`src/rtl/exec_ctrl.sv`:
```
// exec_ctrl: fetch/execute sequencer owning pc, gas, stack height, instruction count and halt status
module exec_ctrl #(
  parameter int PC_W = 16,
  parameter int GAS_W = 32,
  parameter int DEPTH = 1024,
  localparam int HEIGHT_W = $clog2(DEPTH+1)
) (
  input  logic                clk,
  input  logic                rst,
  input  logic                start,
  input  logic                abort,
  input  logic [GAS_W-1:0]    gas_limit,
  input  logic [PC_W-1:0]     code_size,
  output logic                code_req,
  output logic [PC_W-1:0]     code_addr,
  input  logic                code_vld,
  input  logic [7:0]          code_opcode,
  output logic                op_vld,
  output logic [7:0]          op_code,
  input  logic                op_rdy,
  input  logic [4:0]          op_pop,
  input  logic [4:0]          op_push,
  input  logic [GAS_W-1:0]    op_gas,
  input  logic [5:0]          op_len,
  input  logic                op_jump,
  input  logic                op_jump_ok,
  input  logic [PC_W-1:0]     op_jump_dest,
  input  logic                op_halt,
  output logic [PC_W-1:0]     pc,
  output logic [GAS_W-1:0]    gas_used,
  output logic [HEIGHT_W-1:0] height,
  output logic [31:0]         instr_cnt,
  output logic                busy,
  output logic                done,
  output logic [2:0]          status
);
  localparam int HX = HEIGHT_W + 6;
  localparam logic [2:0] ST_RUN = 3'd0, ST_STOP = 3'd1, ST_OOG = 3'd2, ST_UNDER = 3'd3,
                         ST_OVER = 3'd4, ST_BADJ = 3'd5, ST_ABORT = 3'd6;
  typedef enum logic [1:0] {IDLE, FETCH, EXEC, DONE} state_t;
  state_t state_q, state_d;
  logic [PC_W-1:0] pc_q, pc_d, size_q, size_d;
  logic [GAS_W-1:0] gas_q, gas_d, limit_q, limit_d;
  logic [HEIGHT_W-1:0] height_q, height_d;
  logic [31:0] cnt_q, cnt_d;
  logic [2:0] status_q, status_d;
  logic [7:0] opcode_q, opcode_d;
  logic [HX-1:0] h_new;
  logic [GAS_W:0] g_sum;
  logic [PC_W:0] pc_sum;
  assign h_new = HX'(height_q) + HX'(op_push) - HX'(op_pop);
  assign g_sum = {1'b0, gas_q} + {1'b0, op_gas};
  assign pc_sum = {1'b0, pc_q} + (PC_W+1)'(op_len);
  assign code_req = state_q == FETCH && pc_q < size_q;
  assign code_addr = pc_q;
  assign op_vld = state_q == EXEC;
  assign op_code = opcode_q;
  assign pc = pc_q;
  assign gas_used = gas_q;
  assign height = height_q;
  assign instr_cnt = cnt_q;
  assign busy = state_q == FETCH || state_q == EXEC;
  assign done = state_q == DONE;
  assign status = status_q;
  always_comb begin
    state_d = state_q;
    pc_d = pc_q;
    size_d = size_q;
    gas_d = gas_q;
    limit_d = limit_q;
    height_d = height_q;
    cnt_d = cnt_q;
    status_d = status_q;
    opcode_d = opcode_q;
    case (state_q)
      IDLE, DONE: if (start) begin
        state_d = FETCH;
        pc_d = '0;
        gas_d = '0;
        height_d = '0;
        cnt_d = '0;
        status_d = ST_RUN;
        limit_d = gas_limit;
        size_d = code_size;
      end
      FETCH: if (abort) begin
        state_d = DONE;
        status_d = ST_ABORT;
      end else if (pc_q >= size_q) begin
        state_d = DONE;
        status_d = ST_STOP;
      end else if (code_vld) begin
        state_d = EXEC;
        opcode_d = code_opcode;
      end
      EXEC: if (abort) begin
        state_d = DONE;
        status_d = ST_ABORT;
      end else if (op_rdy) begin
        state_d = DONE;
        if (HX'(op_pop) > HX'(height_q)) status_d = ST_UNDER;
        else if (h_new > HX'(DEPTH)) status_d = ST_OVER;
        else if (g_sum > {1'b0, limit_q}) begin
          status_d = ST_OOG;
          gas_d = limit_q;
        end else if (op_jump && (!op_jump_ok || op_jump_dest >= size_q)) status_d = ST_BADJ;
        else begin
          gas_d = g_sum[GAS_W-1:0];
          height_d = h_new[HEIGHT_W-1:0];
          cnt_d = cnt_q + 32'd1;
          if (op_halt) status_d = ST_STOP;
          else if (op_jump) begin
            pc_d = op_jump_dest;
            state_d = FETCH;
          end else if (pc_sum[PC_W]) begin
            pc_d = '1;
            status_d = ST_STOP;
          end else begin
            pc_d = pc_sum[PC_W-1:0];
            state_d = FETCH;
          end
        end
      end
    endcase
  end
  always_ff @(posedge clk) begin
    if (rst) begin
      state_q <= IDLE;
      pc_q <= '0;
      size_q <= '0;
      gas_q <= '0;
      limit_q <= '0;
      height_q <= '0;
      cnt_q <= '0;
      status_q <= ST_RUN;
      opcode_q <= '0;
    end else begin
      state_q <= state_d;
      pc_q <= pc_d;
      size_q <= size_d;
      gas_q <= gas_d;
      limit_q <= limit_d;
      height_q <= height_d;
      cnt_q <= cnt_d;
      status_q <= status_d;
      opcode_q <= opcode_d;
    end
  end
endmodule

```
`config.mk`:
```
export PLATFORM = sky130hd
export DESIGN_NAME = exec_ctrl
export DESIGN_NICKNAME = d
export VERILOG_FILES = /design/src/rtl/exec_ctrl.sv
export SDC_FILE = /design/constraint.sdc
export NUM_CORES = 1
export LEC_CHECK = 0
export ABC_AREA = 1
export CAP_MARGIN = 40
export CORE_AREA = 4 4 152 154
export CTS_BUF_LIST = sky130_fd_sc_hd__clkbuf_4 sky130_fd_sc_hd__clkbuf_8 sky130_fd_sc_hd__clkbuf_16
export DETAILED_ROUTE_END_ITERATION = 10
export DIE_AREA = 0 0 156 158
export PLACE_DENSITY = 0.9
export SLEW_MARGIN = 0
export SYNTH_ARGS = -nofsm -noshare
export SYNTH_HDL_FRONTEND = slang
export SYNTH_SLANG_ARGS = --single-unit
```
`constraint.sdc`:
```
create_clock -name clk -period 7.4 [get_ports clk]
set_input_delay 2.22 -clock clk [delete_from_list [all_inputs] [get_ports clk]]
set_output_delay 2.22 -clock clk [all_outputs]
set_load 0.02 [all_outputs]
```
==> summary.txt, run 1 <==
Vias per Instance: 5.67
largest fanout on the critical path: 52
Starting DRT DRC Count: 1121
Post-synth top cells: nand2_1 (418), inv_1 (230), a21oi_1 (229)
CP startpoint: op_gas[0]
CTS tree: built
# diodes: 0
post-synthesis sequential element count: 152
final setup fails: 0
dpl cell area: 0.0147 mm²
Fin Hold WS: 445 ps
Routed WL: 38800 µm
GR Overflow Total: 0
CTS Hold Bufs: 0
share of cells above drive strength 1: 3.13%
run status: complete, no violations
Setup TNS: 0 ps
asr flop ratio synth: 0%
Num Clock Sinks: 152
Die Footprint: 0.0246 mm²
RePlAce Congestion: 0.970
Clk Latency, worst-skew pair: 430 ps
CP Capture Type: flip-flop
crit share post-route: 91.4%
Top FF cell, synth: dfxtp_1
Critical Path Source Type: input pin
hold path depth: 2
Final #Nets: 2327
Seq/Total Area, Yosys: 25.0%
Starting Density: 56.1%
Final min period: 6760 ps
top cells by area, synth: dfxtp_1 (25%), ha_1 (13%), nand2_1 (13%), a21oi_1 (9.4%), inv_1 (7.1%)
vias in the first global route: 12800
Clock Tree Root: clkbuf_16
Layout Skew: 13.7 ps
worst slew pin tran: 927 ps
Slew Viols, Final: 0
Netlist cell types: 45
via count: 13300
antenna violations before repair: 0
Post-Syn Area: 0.0122 mm²
First-pass DRT Iterations: 6
Post-Syn Nets: 2127
PortBufs: 250
maxcap violations: 0
RSZ-0062 raised after global routing: no
Data arrival, critical path: 7080 ps
Max IR drop VDD: 231 µV
clk buf depth: 2
Max Clock Freq: 148 MHz
CTS clock-pin slew for the worst setup and hold paths: 70 ps
# rows: 54
Crit Reg-Reg Startpoint: gas_used[0]
global-route wire length before repair: 62300 µm
Synth top area share: 25.0%
Fill cells: 1801
Hold Startpoint: op_code[1]
Lkg Pwr: 6.55 nW
Die Wd: 156 µm
largest net degree at the start of global routing: 95
cell taking the most area after synthesis: dfxtp_1
endpoints failing hold: 0
worst-case reg-to-reg path depth: 25
Avg WL per Cell: 16.5 µm
HPWL Detailed: 29700 µm
Max transition margin: 38.1%
Ys Warns: 0
Crit Reg-Reg Endpoint: height[2]
most frequent cell after synthesis: nand2_1
Cells after Synth: 1863
Routed Antenna Nets: 0
CP required: 7710 ps
Total GRT Usage: 30.6%
postcts setup bufs: 0
hold path endpoint: op_code[1]
number of synthesized flops with an enable pin: 0
core outline area: 0.0217 mm²
Die Y-Extent: 158 µm
worst min path class: flip-flop to flip-flop
syn avg cell area: 6.53 µm²
Util after Layout: 70.5%
Setup WS post-layout: 635 ps
Setup CP Type: input pin to flip-flop
Finished Cell Area: 0.0153 mm²
number of I/O pins: 251
TritonCTS Buffers: 17
R2R Setup Slk: 2530 ps
drt drc: 0
htree depth: 4
CTS resizes: 0
Area Overhead vs Synth: 25.9%
Cell Pwr Density: 356 mW/mm²
pre-CTS setup slack: 338 ps
==> per-layer routing <==
| layer | wire (µm) | vias up | global-route usage [%] |
|---|---|---|---|
| met2 | 18400 | 553 | 51.4 |
| met5 | 0 | - | 0 |
| met4 | 1130 | 0 | 11.6 |
| met1 | 16400 | 6160 | 39.5 |
| met3 | 2910 | 101 | 5.19 |
| li1 | - | 6534 | - |
==> critical path: stages <==
cell and delay [ps]:
clkdlybuf4s50_1 510, ha_1 220, inv_1 70, fa_1 400, o21ai_1 270, nand3_1 110, nand2_1 140, nand2_1 70
nand2_1 160, a21boi_0 170, o21ai_0 220, xor2_1 200, inv_1 70, ha_1 290, nand2_1 60, inv_1 70
nand2_1 70, nor3_1 250, nand3b_1 190, a21oi_4 300, nand3_4 120, nand2_2 220, nand2_1 140, buf_12 200
o21ai_0 230, a21oi_1 60
==> kinds of logic after synthesis <==
logic type | synth area share [%]
AOI/OAI and AO/OA | 19.0
xor gates and xnor gates | 4.68
adders and majority gates | 14.3
buffers and inverters | 10.6
DFF | 25.0
and+or+nand+nor | 26.4
==> flip-flops by register name, summed over array words and instances, names as in the netlist <==
name and flops:
code_addr 16, gas_used 32, height 11, instr_cnt 32, limit_q 32, op_code 8
size_q 16, state_q 2, status 3
==> power by group <==
group / total, mW / internal [mW] / switching [mW] / leakage (nW)
sequential: 1.16 / 1.01 / 0.151 / 1.24
combinational: 3.42 / 1.24 / 2.18 / 5.03
clock: 0.860 / 0.452 / 0.408 / 0.270
==> metrics by stage <==
stage / power (mW) / instances
after global routing: 5.91 / 2356
final: 5.44 / 2356
after detailed placement: 4.52 / 2324
after floorplan: 3.54 / 1863
after global placement: 4.42 / 2323
after CTS: 5.40 / 2356
==> worst max path at each step <==
stage,to,slack (ps),cells after the start
floorplan,code_addr[15],1590,26
global placement,height[4],520,31
detailed placement,height[2],340,26
CTS,height[2],740,26
global route,instr_cnt[7],260,32
finish,height[2],640,26
==> cells in the final DEF, fill, tap and decap left out, types with 36 or more instances in the layout <==
master / synthesis / layout
nor2_1: 186 / 186
o21ai_0: 136 / 136
ha_1: 128 / 127
nand4_1: 36 / 36
xor2_1: 40 / 40
clkdlybuf4s50_1: 0 / 249
nand3_1: 66 / 66
inv_1: 230 / 229
dfxtp_1: 152 / 152
nand2_1: 418 / 417
a21oi_1: 229 / 229
==> area by class of cell <==
| type | instances | area [µm²] | share of cell area (%) |
|---|---|---|---|
| clock buffer | 18 | 439 | 2.87 |
| sequential | 152 | 3040 | 19.9 |
| tap | 280 | 350 | 2.29 |
| inverter | 236 | 886 | 5.79 |
| timing repair buffer | 260 | 2620 | 17.1 |
| multi-input combinational | 1396 | 7830 | 51.2 |
| clock inverter | 14 | 129 | 0.842 |
(Power assumes the default switching activity.)
==> run 2: changes to the inputs <==
--- a/config.mk
+++ b/config.mk
@@ -12,6 +12,7 @@
 export DETAILED_ROUTE_END_ITERATION = 10
 export DIE_AREA = 0 0 156 158
 export PLACE_DENSITY = 0.9
+export SKIP_LAST_GASP = 1
 export SLEW_MARGIN = 0
 export SYNTH_ARGS = -nofsm -noshare
 export SYNTH_HDL_FRONTEND = slang
==> results of run 2 <==
No change in the layout: final DEF, timing and power equal those of run 1.
